==> src/rtl/spi_slave_if.sv <==
// SPI pin bundle and received-word outputs shared by the master side and spi_slave.
interface spi_slave_if;
    logic        nCS;
    logic        SCLK;
    logic        DIN;
    logic        DOUT;
    logic [15:0] rx_data;
    logic        frame_valid;

    modport master (
        output nCS,
        output SCLK,
        output DIN,
        input  DOUT,
        input  rx_data,
        input  frame_valid
    );

    modport slave (
        input  nCS,
        input  SCLK,
        input  DIN,
        output DOUT,
        output rx_data,
        output frame_valid
    );
endinterface

==> src/rtl/spi_slave.sv <==
// SPI mode-0 slave, oversampled on sys_clk. Receives 16-bit words MSB first and
// returns a status word {4'b0, channel, sample_counter}. Defining the macro
// SPI_SLAVE_LOOPBACK_EN makes the returned word the last received word instead.
module spi_slave #(
    parameter int unsigned FRAME_BITS  = 16,
    parameter int unsigned SYNC_STAGES = 2
) (
    input  logic        sys_clk,
    input  logic        rst,
    spi_slave_if.slave  bus
);

    localparam int unsigned DATA_W = 16;
    localparam int unsigned CNT_W  = $clog2(FRAME_BITS + 1);
    localparam int unsigned CHAN_W = 3;
    localparam int unsigned SMP_W  = 9;

    localparam logic [1:0] ST_IDLE  = 2'd0;
    localparam logic [1:0] ST_SHIFT = 2'd1;
    localparam logic [1:0] ST_DONE  = 2'd2;

    logic [SYNC_STAGES-1:0] ncs_sync_q;
    logic [SYNC_STAGES-1:0] sclk_sync_q;
    logic [SYNC_STAGES-1:0] din_sync_q;
    logic                   ncs_prev_q;
    logic                   sclk_prev_q;

    logic [1:0]        state_q,   state_d;
    logic [CNT_W-1:0]  bit_cnt_q, bit_cnt_d;
    logic [DATA_W-1:0] rx_sr_q,   rx_sr_d;
    logic [DATA_W-1:0] tx_sr_q,   tx_sr_d;
    logic              dout_q,    dout_d;
    logic [DATA_W-1:0] rx_data_q, rx_data_d;
    logic              fv_q,      fv_d;
    logic [CHAN_W-1:0] chan_q,    chan_d;
    logic [SMP_W-1:0]  smp_cnt_q, smp_cnt_d;

    logic              ncs_s;
    logic              sclk_s;
    logic              din_s;
    logic              ncs_fall_c;
    logic              sclk_rise_c;
    logic              sclk_fall_c;
    logic [DATA_W-1:0] rx_next_c;
    logic [DATA_W-1:0] tx_word_c;

    // Input synchronizers; idle levels are nCS high, SCLK and DIN low
    always_ff @(posedge sys_clk) begin
        if (rst) begin
            ncs_sync_q  <= '1;
            sclk_sync_q <= '0;
            din_sync_q  <= '0;
            ncs_prev_q  <= 1'b1;
            sclk_prev_q <= 1'b0;
        end else begin
            ncs_sync_q  <= SYNC_STAGES'({ncs_sync_q, bus.nCS});
            sclk_sync_q <= SYNC_STAGES'({sclk_sync_q, bus.SCLK});
            din_sync_q  <= SYNC_STAGES'({din_sync_q, bus.DIN});
            ncs_prev_q  <= ncs_s;
            sclk_prev_q <= sclk_s;
        end
    end

    assign ncs_s       = ncs_sync_q[SYNC_STAGES-1];
    assign sclk_s      = sclk_sync_q[SYNC_STAGES-1];
    assign din_s       = din_sync_q[SYNC_STAGES-1];
    assign ncs_fall_c  = ncs_prev_q & ~ncs_s;
    assign sclk_rise_c = ~sclk_prev_q & sclk_s;
    assign sclk_fall_c = sclk_prev_q & ~sclk_s;
    assign rx_next_c   = {rx_sr_q[DATA_W-2:0], din_s};

`ifdef SPI_SLAVE_LOOPBACK_EN
    assign tx_word_c = rx_data_q;
`else
    assign tx_word_c = {4'b0000, chan_q, smp_cnt_q};
`endif

    // Frame state register and all registered outputs
    always_ff @(posedge sys_clk) begin
        if (rst) begin
            state_q   <= ST_IDLE;
            bit_cnt_q <= '0;
            rx_sr_q   <= '0;
            tx_sr_q   <= '0;
            dout_q    <= 1'b0;
            rx_data_q <= '0;
            fv_q      <= 1'b0;
            chan_q    <= '0;
            smp_cnt_q <= '0;
        end else begin
            state_q   <= state_d;
            bit_cnt_q <= bit_cnt_d;
            rx_sr_q   <= rx_sr_d;
            tx_sr_q   <= tx_sr_d;
            dout_q    <= dout_d;
            rx_data_q <= rx_data_d;
            fv_q      <= fv_d;
            chan_q    <= chan_d;
            smp_cnt_q <= smp_cnt_d;
        end
    end

    // Next-state logic: frame start on nCS fall, shift on SCLK edges, abort on nCS rise
    always_comb begin
        state_d   = state_q;
        bit_cnt_d = bit_cnt_q;
        rx_sr_d   = rx_sr_q;
        tx_sr_d   = tx_sr_q;
        dout_d    = dout_q;
        rx_data_d = rx_data_q;
        fv_d      = 1'b0;
        chan_d    = chan_q;
        smp_cnt_d = smp_cnt_q;

        case (state_q)
            ST_IDLE: begin
                if (ncs_fall_c) begin
                    state_d   = ST_SHIFT;
                    tx_sr_d   = tx_word_c;
                    rx_sr_d   = '0;
                    bit_cnt_d = '0;
                    dout_d    = tx_word_c[DATA_W-1];
                end
            end
            ST_SHIFT: begin
                if (ncs_s) begin
                    // Early deselect: drop the partial word, keep all visible state
                    state_d   = ST_IDLE;
                    bit_cnt_d = '0;
                    dout_d    = 1'b0;
                end else if (sclk_rise_c) begin
                    rx_sr_d   = rx_next_c;
                    bit_cnt_d = CNT_W'(bit_cnt_q + 1'b1);
                    if (bit_cnt_q == CNT_W'(FRAME_BITS - 1)) begin
                        state_d   = ST_DONE;
                        rx_data_d = rx_next_c;
                        fv_d      = 1'b1;
                        chan_d    = rx_next_c[13:11];
                        smp_cnt_d = SMP_W'(smp_cnt_q + 1'b1);
                    end
                end else if (sclk_fall_c && (bit_cnt_q != '0)) begin
                    // Top of tx_sr_q is the bit already on DOUT; present the next one
                    tx_sr_d = {tx_sr_q[DATA_W-2:0], 1'b0};
                    dout_d  = tx_sr_q[DATA_W-2];
                end
            end
            ST_DONE: begin
                if (ncs_s) begin
                    state_d   = ST_IDLE;
                    bit_cnt_d = '0;
                    dout_d    = 1'b0;
                end else if (sclk_fall_c) begin
                    dout_d = 1'b0;
                end
            end
            default: begin
                state_d   = ST_IDLE;
                bit_cnt_d = '0;
                dout_d    = 1'b0;
            end
        endcase
    end

    assign bus.DOUT        = dout_q;
    assign bus.rx_data     = rx_data_q;
    assign bus.frame_valid = fv_q;

endmodule

==> src/flat_wrapper.sv <==
// flat-port wrapper written by rule: the top's interface ports become plain ports
module spi_slave_flat 
#(
    parameter int unsigned FRAME_BITS  = 16,
    parameter int unsigned SYNC_STAGES = 2
)
  (sys_clk, rst, bus_nCS, bus_SCLK, bus_DIN, bus_DOUT, bus_rx_data, bus_frame_valid);
  spi_slave_if bus_i ();
  input  logic sys_clk;
  input  logic rst;
  input wire logic [$bits(bus_i.nCS)-1:0] bus_nCS;
  input wire logic [$bits(bus_i.SCLK)-1:0] bus_SCLK;
  input wire logic [$bits(bus_i.DIN)-1:0] bus_DIN;
  output wire logic [$bits(bus_i.DOUT)-1:0] bus_DOUT;
  output wire logic [$bits(bus_i.rx_data)-1:0] bus_rx_data;
  output wire logic [$bits(bus_i.frame_valid)-1:0] bus_frame_valid;
  assign bus_i.nCS = bus_nCS;
  assign bus_i.SCLK = bus_SCLK;
  assign bus_i.DIN = bus_DIN;
  assign bus_DOUT = bus_i.DOUT;
  assign bus_rx_data = bus_i.rx_data;
  assign bus_frame_valid = bus_i.frame_valid;
  spi_slave #(.FRAME_BITS(FRAME_BITS), .SYNC_STAGES(SYNC_STAGES)) u_core (.sys_clk(sys_clk), .rst(rst), .bus(bus_i));
endmodule
==> config.mk <==
export PLATFORM = sky130hd
export DESIGN_NAME = spi_slave_flat
export DESIGN_NICKNAME = d
export VERILOG_FILES = /design/src/rtl/spi_slave_if.sv /design/src/rtl/spi_slave.sv /design/src/flat_wrapper.sv
export SDC_FILE = /design/constraint.sdc
export NUM_CORES = 1
export LEC_CHECK = 0
export CORE_MARGIN = 8
export CORE_UTILIZATION = 50
export CTS_CLUSTER_DIAMETER = 40
export DETAILED_ROUTE_END_ITERATION = 12
export HOLD_SLACK_MARGIN = 0.06
export PLACE_DENSITY_LB_ADDON = 0.05
export SLEW_MARGIN = 20
export SYNTH_ARGS = -nofsm -noshare
export SYNTH_HDL_FRONTEND = slang
export SYNTH_SLANG_ARGS = --single-unit
==> constraint.sdc <==
create_clock -name sys_clk -period 3.6 [get_ports sys_clk]
set_input_delay 0.54 -clock sys_clk [delete_from_list [all_inputs] [get_ports sys_clk]]
set_output_delay 0.54 -clock sys_clk [all_outputs]
set_load 0.02 [all_outputs]
==> out/metrics.yaml <==
antenna_found_initial: 0
cp-end-kind: "flop"
cp-endpoint: "u_core.smp_cnt_q[7]"
die-area_um2: 8500
cts_resized: 0
clkSinkCount: 72
timing.critical_path.from: "u_core.bit_cnt_q[0]"
antenna_cells: 0
r2r_end: "u_core.smp_cnt_q[7]"
drtPass1Iterations: 4
area_growth_syn_to_layout_pct: 15.04
synth_area_leaders: "dfxtp_1, a21oi_1, nand2_1, a22oi_1, nor2_1"
yosysTopAreaCellShare_pct: 49.66
route.final.wire_length_um: 5761
yosys_register_bits: 72
routedWlPerCell_um: 13.68
ctsHoldBuffers: 0
slew_headroom_pct: 34.89
worstSetupStartpointType: "flop"
final_nets: 353
via_per_inst: 5.359
antenna_left: 0
reg2reg_depth: 7
cts-root-buf: "clkbuf_8"
final_hold_viol_count: 0
post_cts.repair.setup_buffers: 0
mostFrequentLayoutCells: "dfxtp_1, nand2_1, a21oi_1"
cts_tree: "yes"
ioPinCount: 23
hold_slack_ps: 428.8
fmax_ghz: 0.4102
fin_skew_ps: 7.172
core_um2: 5574
yosysWarnings: 0
synth_area_leader_cell: "dfxtp_1"
grt_pass1_vias: 2151
dp.final_hpwl_um: 3681
r2r_setup_slack_ps: 1160
grt_max_degree: 46
r2r_start: "u_core.bit_cnt_q[0]"
required_ps: 3860
min_path_type: "flop to flop"
outcome: "complete, no violations"
place_inst: 405
drive_gt1_share_pct: 8.023
io_buffers: 22
yosysUniqueCellTypes: 42
finalSetupTns_ps: 0
path_class: "flop to flop"
peakVddDrop_v: 0.0002491
htreeDepth: 3
fp.dieH_um: 92.20
fp.dieW_um: 92.20
max_cap_violations: 0
grt_overflow: 0
rsz0062_at_grt: "false"
period_share_pct: 67.72
syn_avg_cell_area_um2: 8.796
cts_buffers: 9
tightest_slew_ps: 973.0
drt_iter0_drc: 93
setup_viol: 0
holdPathStages: 1
cp_data_arrival_time_ps: 2700
clk_transition_reported_paths_ps: 70
post-route-min-period_ps: 2438
slew_violations: 0
power_density_nw_per_um2: 455.7
postSynthCellCount: 330
grt_usage_pct: 14.34
drcViolationCount: 0
gp_congestion: 0.7851
n_fill_cell: 512
syn-num-nets: 339
synth_area_um2: 2903
p_leak_nw: 1.102
ys_seq_area_share_pct: 49.66
instances_no_fill: 421
grt_pass1_wl_um: 10050
cp_max_fo: 20
clockBufferDepth: 2
layout_commonest_cell: "dfxtp_1"
initial_core_util_pct: 52.08
clk_latency_ps: 340
rows: 27
num_vias: 2256
[through the flow]
stage	cell area (um^2)	worst slack, ps	power (mW)	utilization (%)
after floorplan	2903	1621	0.9112	-
after global placement	3148	1229	0.9313	56.48
after detailed placement	3148	1176	0.9327	56.48
after CTS	3336	1150	1.539	59.84
after global routing	3339	991.9	1.586	59.91
final	3339	1162	1.522	59.91
[registers in the layout, indices dropped and copies added (netlist names), 2 cells and up]
signal and count:
u_core.bit_cnt_q 5, u_core.bus.rx_data 16, u_core.din_sync_q 2, u_core.ncs_sync_q 2
u_core.rx_sr_q 15, u_core.sclk_sync_q 2, u_core.smp_cnt_q 9, u_core.state_q 2
u_core.tx_sr_q 15
[power breakdown]
group | leakage [nW] | switching, mW | internal [mW]
registers | 0.583 | 0.0164 | 0.813
logic | 0.427 | 0.0511 | 0.0344
clock network | 0.0920 | 0.291 | 0.316
total | 1.10 | 0.358 | 1.16
[cell type report]
class	count	area, um^2	area share [%]
sequential	72	1441	43.16
multi-input combinational	229	1353	40.50
timing repair buffer	26	245.2	7.344
clock buffer	10	127.6	3.822
tap	72	90.09	2.698
clock inverter	6	60.06	1.798
inverter	6	22.52	0.6744
[metal layers]
| metal | share of wire [%] | GRT usage (%) | up-vias |
|---|---|---|---|
| li1 | - | - | 1182 |
| met1 | 50 | 18.38 | 1029 |
| met2 | 45 | 21.93 | 39 |
| met3 | 3.2 | 3.178 | 6 |
| met4 | 1.1 | 7.651 | 0 |
| met5 | 0 | 0 | - |
[worst max-delay path, cell delays in order, from the launching register on]
cell and delay [ps]:
dfxtp_1 380, ha_1 180, and3_1 170, ha_1 230, nand3b_1 170, or2_1 500
or4_1 590, a21oi_1 140
[logic make-up (layout without fill, tap and decap cells)]
logic type,count (synthesis),in the layout,share of synthesized area (%)
AO/OA/AOI/OAI,82,82,17.28
adder cells (fa/ha/maj),4,4,1.724
multiplexers,11,11,3.793
buffers and inverters,29,48,3.879
AND/OR/NAND/NOR,126,126,21.85
flip-flops,72,72,49.66
XOR/XNOR,6,6,1.810
[worst min path at each step]
stage / from / to / slack [ps]
after floorplan: u_core.ncs_sync_q[0] / u_core.ncs_sync_q[1] / 390
after global placement: u_core.ncs_sync_q[0] / u_core.ncs_sync_q[1] / 410
after detailed placement: u_core.ncs_sync_q[0] / u_core.ncs_sync_q[1] / 420
after CTS: u_core.ncs_sync_q[0] / u_core.ncs_sync_q[1] / 440
after global routing: u_core.ncs_sync_q[0] / u_core.ncs_sync_q[1] / 450
final: u_core.ncs_sync_q[0] / u_core.ncs_sync_q[1] / 430
[synth_stat cells]
library cell   n
a22oi_1       15
clkbuf_1      19
or2_2          3
dfxtp_1       72
ha_1           4
nand4b_1       1
nor2_2         1
o21ai_0        6
and3_1         3
nor4_1         3
xnor2_1        6
and2_1         2
buf_2          3
nor4_2         1
nand2_1       41
buf_1          1
nor4b_1        2
o21ai_1        1
and3b_1        1
a211oi_1      11
nand2b_1       7
nor2_1        30
o31a_1         1
or3b_1         1
o22ai_1        3
nand3_1        7
or4_1          4
inv_1          6
or4b_2         1
nand4_1        3
nand3b_1       1
nor2b_1        8
a21oi_1       38
a31oi_1        1
nor3_1         1
a221o_1        1
mux2i_1       11
or3_1          2
o31ai_1        5
and4_1         1
or3b_2         1
or2_1          1
Power figures use the tool's default switching activity.
